==> src/rtl/hack_io_pkg.sv <==
// hack_io_pkg: shared types, defaults and helpers for the bit-serial input path
// Contents:
//   state_t            - deserializer FSM state (COLLECT / FULL)
//   DEFAULT_WORD_WIDTH - default assembled word width
//   even_parity        - XOR-reduction of up to 16 data bits
package hack_io_pkg;
  typedef enum logic {COLLECT, FULL} state_t;
  localparam int DEFAULT_WORD_WIDTH = 8;
  function automatic logic even_parity(input logic [15:0] d);
    return ^d;
  endfunction
endpackage

==> src/rtl/word_hold_reg.sv <==
// word_hold_reg: output register slice of serial_to_word (word, valid flag, non-zero flag)
// Optional macro: SERIAL_TO_WORD_PARITY_EN (adds the registered parity-error flag)
// Ports:
//   clk, rst_n - clock, asynchronous active-low reset
//   i_load     - capture i_word this edge (word_valid set)
//   i_consume  - consumer takes the current word this edge
//   i_word     - word to capture
//   i_perr     - parity error of i_word (parity build only)
//   o_word     - held word, stable until the next load
//   o_valid    - o_word holds an unconsumed word
//   o_nz       - registered OR-reduction of o_word
//   o_perr     - registered parity error of o_word (parity build only)
module word_hold_reg
  import hack_io_pkg::*;
#(
  parameter int WIDTH = DEFAULT_WORD_WIDTH
) (
  input  logic             clk,
  input  logic             rst_n,
  input  logic             i_load,
  input  logic             i_consume,
  input  logic [WIDTH-1:0] i_word,
`ifdef SERIAL_TO_WORD_PARITY_EN
  input  logic             i_perr,
  output logic             o_perr,
`endif
  output logic [WIDTH-1:0] o_word,
  output logic             o_valid,
  output logic             o_nz
);
  logic [WIDTH-1:0] r_word;
  logic             r_valid;
  logic             r_nz;
`ifdef SERIAL_TO_WORD_PARITY_EN
  logic             r_perr;
  always_ff @(posedge clk or negedge rst_n) begin
    if (!rst_n) r_perr <= 1'b0;
    else if (i_load) r_perr <= i_perr;
  end
  assign o_perr = r_perr;
`endif
  // A load wins over a same-edge consume, so back-to-back words keep valid high.
  always_ff @(posedge clk or negedge rst_n) begin
    if (!rst_n) begin
      r_word  <= '0;
      r_valid <= 1'b0;
      r_nz    <= 1'b0;
    end else begin
      if (i_load) begin
        r_word <= i_word;
        r_nz   <= |i_word;
      end
      r_valid <= i_load | (r_valid & ~i_consume);
    end
  end
  assign o_word  = r_word;
  assign o_valid = r_valid;
  assign o_nz    = r_nz;
endmodule

==> src/rtl/serial_to_word.sv <==
// serial_to_word: bit-serial to WIDTH-bit word deserializer with valid/ready word output
// Optional macro: SERIAL_TO_WORD_PARITY_EN (frames gain a trailing even-parity bit; adds par_err)
// Ports:
//   clk, rst_n - clock (rising edge), asynchronous active-low reset
//   clr        - synchronous discard of the partial or held word (output register untouched)
//   bit_in     - serial data bit, accepted when bit_valid && bit_ready
//   bit_valid  - bit_in is valid this cycle
//   bit_ready  - block can accept a bit this cycle
//   word_out   - assembled word (registered)
//   word_valid - word_out holds an unconsumed word
//   word_ready - consumer accepts word_out this cycle
//   word_nz    - registered OR-reduction of word_out
//   par_err    - registered parity mismatch of word_out (parity build only)
module serial_to_word
  import hack_io_pkg::*;
#(
  parameter int WIDTH     = DEFAULT_WORD_WIDTH,
  parameter int LSB_FIRST = 1
) (
  input  logic             clk,
  input  logic             rst_n,
  input  logic             clr,
  input  logic             bit_in,
  input  logic             bit_valid,
  output logic             bit_ready,
  output logic [WIDTH-1:0] word_out,
  output logic             word_valid,
  input  logic             word_ready,
  output logic             word_nz
`ifdef SERIAL_TO_WORD_PARITY_EN
  ,
  output logic             par_err
`endif
);
`ifdef SERIAL_TO_WORD_PARITY_EN
  localparam int FRAME = WIDTH + 1;
`else
  localparam int FRAME = WIDTH;
`endif
  localparam int CW = $clog2(FRAME + 1);
  localparam logic [CW-1:0] LAST  = CW'(FRAME - 1);
  localparam logic [CW-1:0] NDATA = CW'(WIDTH);
  state_t           r_state;
  state_t           w_next;
  logic [CW-1:0]    r_cnt;
  logic [WIDTH-1:0] r_sh;
  logic [WIDTH-1:0] w_sh_nx;
  logic [WIDTH-1:0] w_word;
  logic             w_acc;
  logic             w_last;
  logic             w_room;
  logic             w_cons;
  logic             w_load;
  assign w_sh_nx = (LSB_FIRST != 0) ? {bit_in, r_sh[WIDTH-1:1]} : {r_sh[WIDTH-2:0], bit_in};
`ifdef SERIAL_TO_WORD_PARITY_EN
  logic r_perr;
  logic w_perr_now;
  logic w_perr;
  // The final bit of a frame is the parity bit; the data is already complete in r_sh.
  assign w_word     = r_sh;
  assign w_perr_now = even_parity(16'(r_sh)) ^ bit_in;
  assign w_perr     = (r_state == FULL) ? r_perr : w_perr_now;
  always_ff @(posedge clk or negedge rst_n) begin
    if (!rst_n) r_perr <= 1'b0;
    else if (w_last) r_perr <= w_perr_now;
  end
`else
  // In COLLECT the word is forwarded straight from the shifter including the bit on the wire.
  assign w_word = (r_state == FULL) ? r_sh : w_sh_nx;
`endif
  always_ff @(posedge clk or negedge rst_n) begin
    if (!rst_n) r_state <= COLLECT;
    else r_state <= w_next;
  end
  always_comb begin
    w_next = r_state;
    if (r_state == COLLECT) w_next = (w_last && !w_room) ? FULL : COLLECT;
    else w_next = (clr || w_cons) ? COLLECT : FULL;
  end
  always_comb begin
    bit_ready = (r_state == COLLECT);
    w_acc     = bit_valid && bit_ready && !clr;
    w_last    = w_acc && (r_cnt == LAST);
    w_cons    = word_valid && word_ready;
    w_room    = !word_valid || word_ready;
    w_load    = clr ? 1'b0 : (r_state == FULL) ? w_cons : (w_last && w_room);
  end
  always_ff @(posedge clk or negedge rst_n) begin
    if (!rst_n) begin
      r_cnt <= '0;
      r_sh  <= '0;
    end else if (clr || (r_state == FULL && w_next == COLLECT)) begin
      r_cnt <= '0;
      r_sh  <= '0;
    end else if (w_acc) begin
      r_cnt <= w_last ? '0 : r_cnt + CW'(1);
      if (r_cnt < NDATA) r_sh <= w_sh_nx;
    end
  end
  word_hold_reg #(.WIDTH(WIDTH)) u_hold (
    .clk       (clk),
    .rst_n     (rst_n),
    .i_load    (w_load),
    .i_consume (word_ready),
    .i_word    (w_word),
`ifdef SERIAL_TO_WORD_PARITY_EN
    .i_perr    (w_perr),
    .o_perr    (par_err),
`endif
    .o_word    (word_out),
    .o_valid   (word_valid),
    .o_nz      (word_nz)
  );
endmodule

==> config.mk <==
export PLATFORM = sky130hd
export DESIGN_NAME = serial_to_word
export DESIGN_NICKNAME = d
export VERILOG_FILES = /design/src/rtl/hack_io_pkg.sv /design/src/rtl/word_hold_reg.sv /design/src/rtl/serial_to_word.sv
export SDC_FILE = /design/constraint.sdc
export NUM_CORES = 1
export LEC_CHECK = 0
export CORE_MARGIN = 2
export CORE_UTILIZATION = 51
export CTS_CLUSTER_DIAMETER = 100
export DETAILED_ROUTE_END_ITERATION = 10
export DONT_BUFFER_PORTS = 1
export GPL_TIMING_DRIVEN = 0
export PLACE_DENSITY_LB_ADDON = 0.1
export REMOVE_ABC_BUFFERS = 1
export SLEW_MARGIN = 20
export SYNTH_ARGS = -nofsm -noshare
export SYNTH_HDL_FRONTEND = slang
export SYNTH_HIERARCHICAL = 1
export SYNTH_SLANG_ARGS = --single-unit
==> constraint.sdc <==
create_clock -name clk -period 1.6 [get_ports clk]
set_input_delay 0.16 -clock clk [delete_from_list [all_inputs] [get_ports clk]]
set_output_delay 0.16 -clock clk [all_outputs]
set_load 0.01 [all_outputs]
==> flow_metrics.tcl <==
set metrics [dict create \
    global_route_wire_length_before_repair_mm 3.75 \
    final_std_cells_w_o_fill 144 \
    root_driver "clkbuf_4" \
    tritoncts "done" \
    synth_enable_flop_cells 0 \
    critical_path.endpoint_type "register" \
    drt_first_iter_violations 12 \
    seqCellArea_um2 579 \
    worst_setup_hold_path_clk_slew_ns 0.13 \
    synth_cell_types 30 \
    synth_top_flop_cell "dfrtp_1" \
    floorplan.core_area_um2 2190 \
    ioPinCount 17 \
    drt.antenna.violating_nets 0 \
    number_of_stages_on_the_worst_hold_path 3 \
    final_max_slew_viol_count 0 \
    chipWidth_um 51.8 \
    crit_fanout 8 \
    synthDominantAreaCellType "dfrtp_1" \
    unrepaired_setup_endpoints_after_global_routing "true" \
    final-hold-violation-count 0 \
    worst_hold_path.endpoint "r_sh[7]$_DFFE_PN0P_" \
    worst_r2r_endpoint "u_hold/o_nz$_DFFE_PN0P_" \
    number_of_vias_in_the_routed_layout 809 \
    clockBufferDepth 2 \
    dieArea_um2 2680 \
    synthesis.area_um2 1160 \
    synth-async-reset-ratio 1.00 \
    finish.instance_area_um2 1360 \
    power_density_nw_per_um2 690 \
    io_buffer_count 0 \
    layout_min_cycle_time_ns 1.62 \
    grt_antenna_before_repair 0 \
    effective_utilization_at_floorplan 0.531 \
    r2r_slack_ns -0.02 \
    synth_top_cell_area_share 0.495 \
    row_count 17 \
    tightestPinTransition_ns 0.509 \
    tritoncts.num_buffers 3 \
    startpoint_of_the_worst_hold_path "clr" \
    setup_viol 3 \
    fillers 177 \
    hp-class "input pin to register" \
    arrival_ns 1.82 \
    mostFrequentLayoutCells "dfrtp_1, nand2_1, a21oi_1, buf_4" \
    htree_levels 1 \
    global_route.usage.total 0.196 \
    vias_in_the_first_global_route 818 \
    multi_input_area_um2 584 \
    ys.warnings.count 6 \
    outcome "complete, but fails checks" \
    wl_per_cell_um 15.9 \
    violated_checks "negative setup slack" \
    worst_setup_path_category "register to register" \
    drive_gt1_frac 0.353 \
    worst_slew_margin_rel 0.661 \
    gp_congestion 0.638 \
    hpwlAfterDp_mm 1.42 \
    antenna-diode-count 0 \
    avgSynthCellArea_um2 11.4 \
    critical_path.startpoint_type "register" \
    placed_cell_area_um2 1170 \
    synth_area_leaders "dfrtp_1, mux2_4, mux2_2" \
    max_cap_violations 0 \
    postLayoutSetupSlackWorst_ns -0.0177 \
    required_ns 1.80 \
    synth.yosys.seq_area_share 0.495 \
    critical_path.reg2reg.startpoint "r_cnt[0]$_DFFE_PN0P_" \
    finalCoreUtilization 0.621 \
    period_share 1.01 \
    finalNetCount 124 \
    detail_route.drc_violations 0 \
    placed_cells_incl_taps 126 \
    insertion_delay_ns 0.32 \
    synth_seq_cells 23 \
    detail_route.first_pass.iterations 4 \
    netlist_instances 102 \
    reg2regPathDepth 7 \
    max_freq_mhz 618 \
    grt-ovfl-total 0 \
    fin_worst_skew_ns 0.00560 \
    power_after_layout_uw 939 \
    floorplan.die.height_um 51.8 \
    vias_per_cell 5.62 \
    finalWirelength_mm 2.29 \
    syn2layout_area_growth_pct 16.9 \
    grt_max_degree 24 \
    ir_drop_v 0.000541 \
    cts_num_sinks 23 \
    layout.cells.most_common "dfrtp_1" \
    power.leakage_nw 0.616 \
    finalHoldWorstSlack_ns 0.0273 \
]
==> area by class of cell <==
| type | instances | area share |
|---|---|---|
| clock buffer | 4 | 0.0193 |
| multi-input combinational | 71 | 0.430 |
| sequential | 23 | 0.426 |
| timing repair buffer | 15 | 0.0911 |
| tap | 28 | 0.0258 |
| inverter | 3 | 0.00828 |
==> worst max-delay path by stage <==
stage	cells after the start	to	slack, ns	startpoint
finish	7	u_hold/o_nz$_DFFE_PN0P_	-0.02	r_cnt[0]$_DFFE_PN0P_
global route	7	u_hold/o_nz$_DFFE_PN0P_	-0.12	r_cnt[0]$_DFFE_PN0P_
CTS	6	u_hold/o_word[2]$_DFFE_PN0P_	-0.09	r_cnt[1]$_DFFE_PN0P_
detailed placement	7	u_hold/o_nz$_DFFE_PN0P_	-0.40	r_cnt[0]$_DFFE_PN0P_
global placement	6	u_hold/o_nz$_DFFE_PN0P_	-1.18	r_cnt[0]$_DFFE_PN0P_
floorplan	6	u_hold/o_nz$_DFFE_PN0P_	-0.81	r_cnt[0]$_DFFE_PN0P_
==> through the flow <==
stage / setup TNS [ns] / worst slack [ns]
floorplan: -7.14 / -0.807
global placement: -11.66 / -1.18
detailed placement: -3.64 / -0.397
CTS: -1.02 / -0.0885
global route: -0.655 / -0.117
finish: -0.0222 / -0.0177
==> cell families (layout without fill, tap and decap cells) <==
| family | Yosys count | count (layout) | share of synthesized area |
|---|---|---|---|
| AND/OR/NAND/NOR | 35 | 35 | 0.162 |
| flip-flops | 23 | 23 | 0.495 |
| AO/OA/AOI/OAI | 17 | 17 | 0.0903 |
| multiplexers | 17 | 17 | 0.189 |
| buffers and inverters | 8 | 22 | 0.0452 |
| adder cells (fa/ha/maj) | 1 | 1 | 0.0108 |
| XOR/XNOR | 1 | 1 | 0.00753 |
==> worst max-delay path, stage by stage (launching register included) <==
cell,delay [ns]
dfrtp_1,0.38
ha_2,0.18
and4b_1,0.23
nor2_2,0.06
nor3_4,0.15
buf_6,0.18
nor4b_4,0.21
a31oi_1,0.10
==> power by group <==
group	leakage, nW	internal [mW]	total (mW)	switching (mW)
combinational	0.283	0.0323	0.0716	0.0393
sequential	0.318	0.587	0.591	0.00431
clock	0.0150	0.0977	0.276	0.178
total	0.616	0.717	0.939	0.222
==> state kept, by name (all words and copies together) (netlist names) <==
name	count
u_hold/o_word	8
r_sh	8
r_state	1
u_hold/o_nz	1
u_hold/o_valid	1
r_cnt	4
==> synthesized netlist by cell type, types with 2 or more instances <==
cell / number
dfrtp_1: 23
nand2_1: 16
a21oi_1: 10
mux2_2: 8
mux2_4: 8
nor2_1: 6
buf_6: 3
inv_1: 3
clkbuf_1: 2
nand3_1: 2
nor3_1: 2
==> metal layers <==
layer	global-route usage	share of wire	up-vias
li1	-	-	386
met1	0.257	0.46	401
met2	0.310	0.48	17
met3	0.0316	0.034	5
met4	0.105	0.022	0
met5	0	0	-
==> repair_timing <==
| item | CTS | global route |
|---|---|---|
| hold buffers | 4 | 1 |
| endpoints found under the hold margin | 26 | 23 |
| resized for setup | 7 | 4 |
| setup buffers | 5 | 4 |
| pin swaps | 4 | 1 |
| setup endpoints to repair | 18 | 18 |
Note: power is estimated with default switching activity, not from simulation.
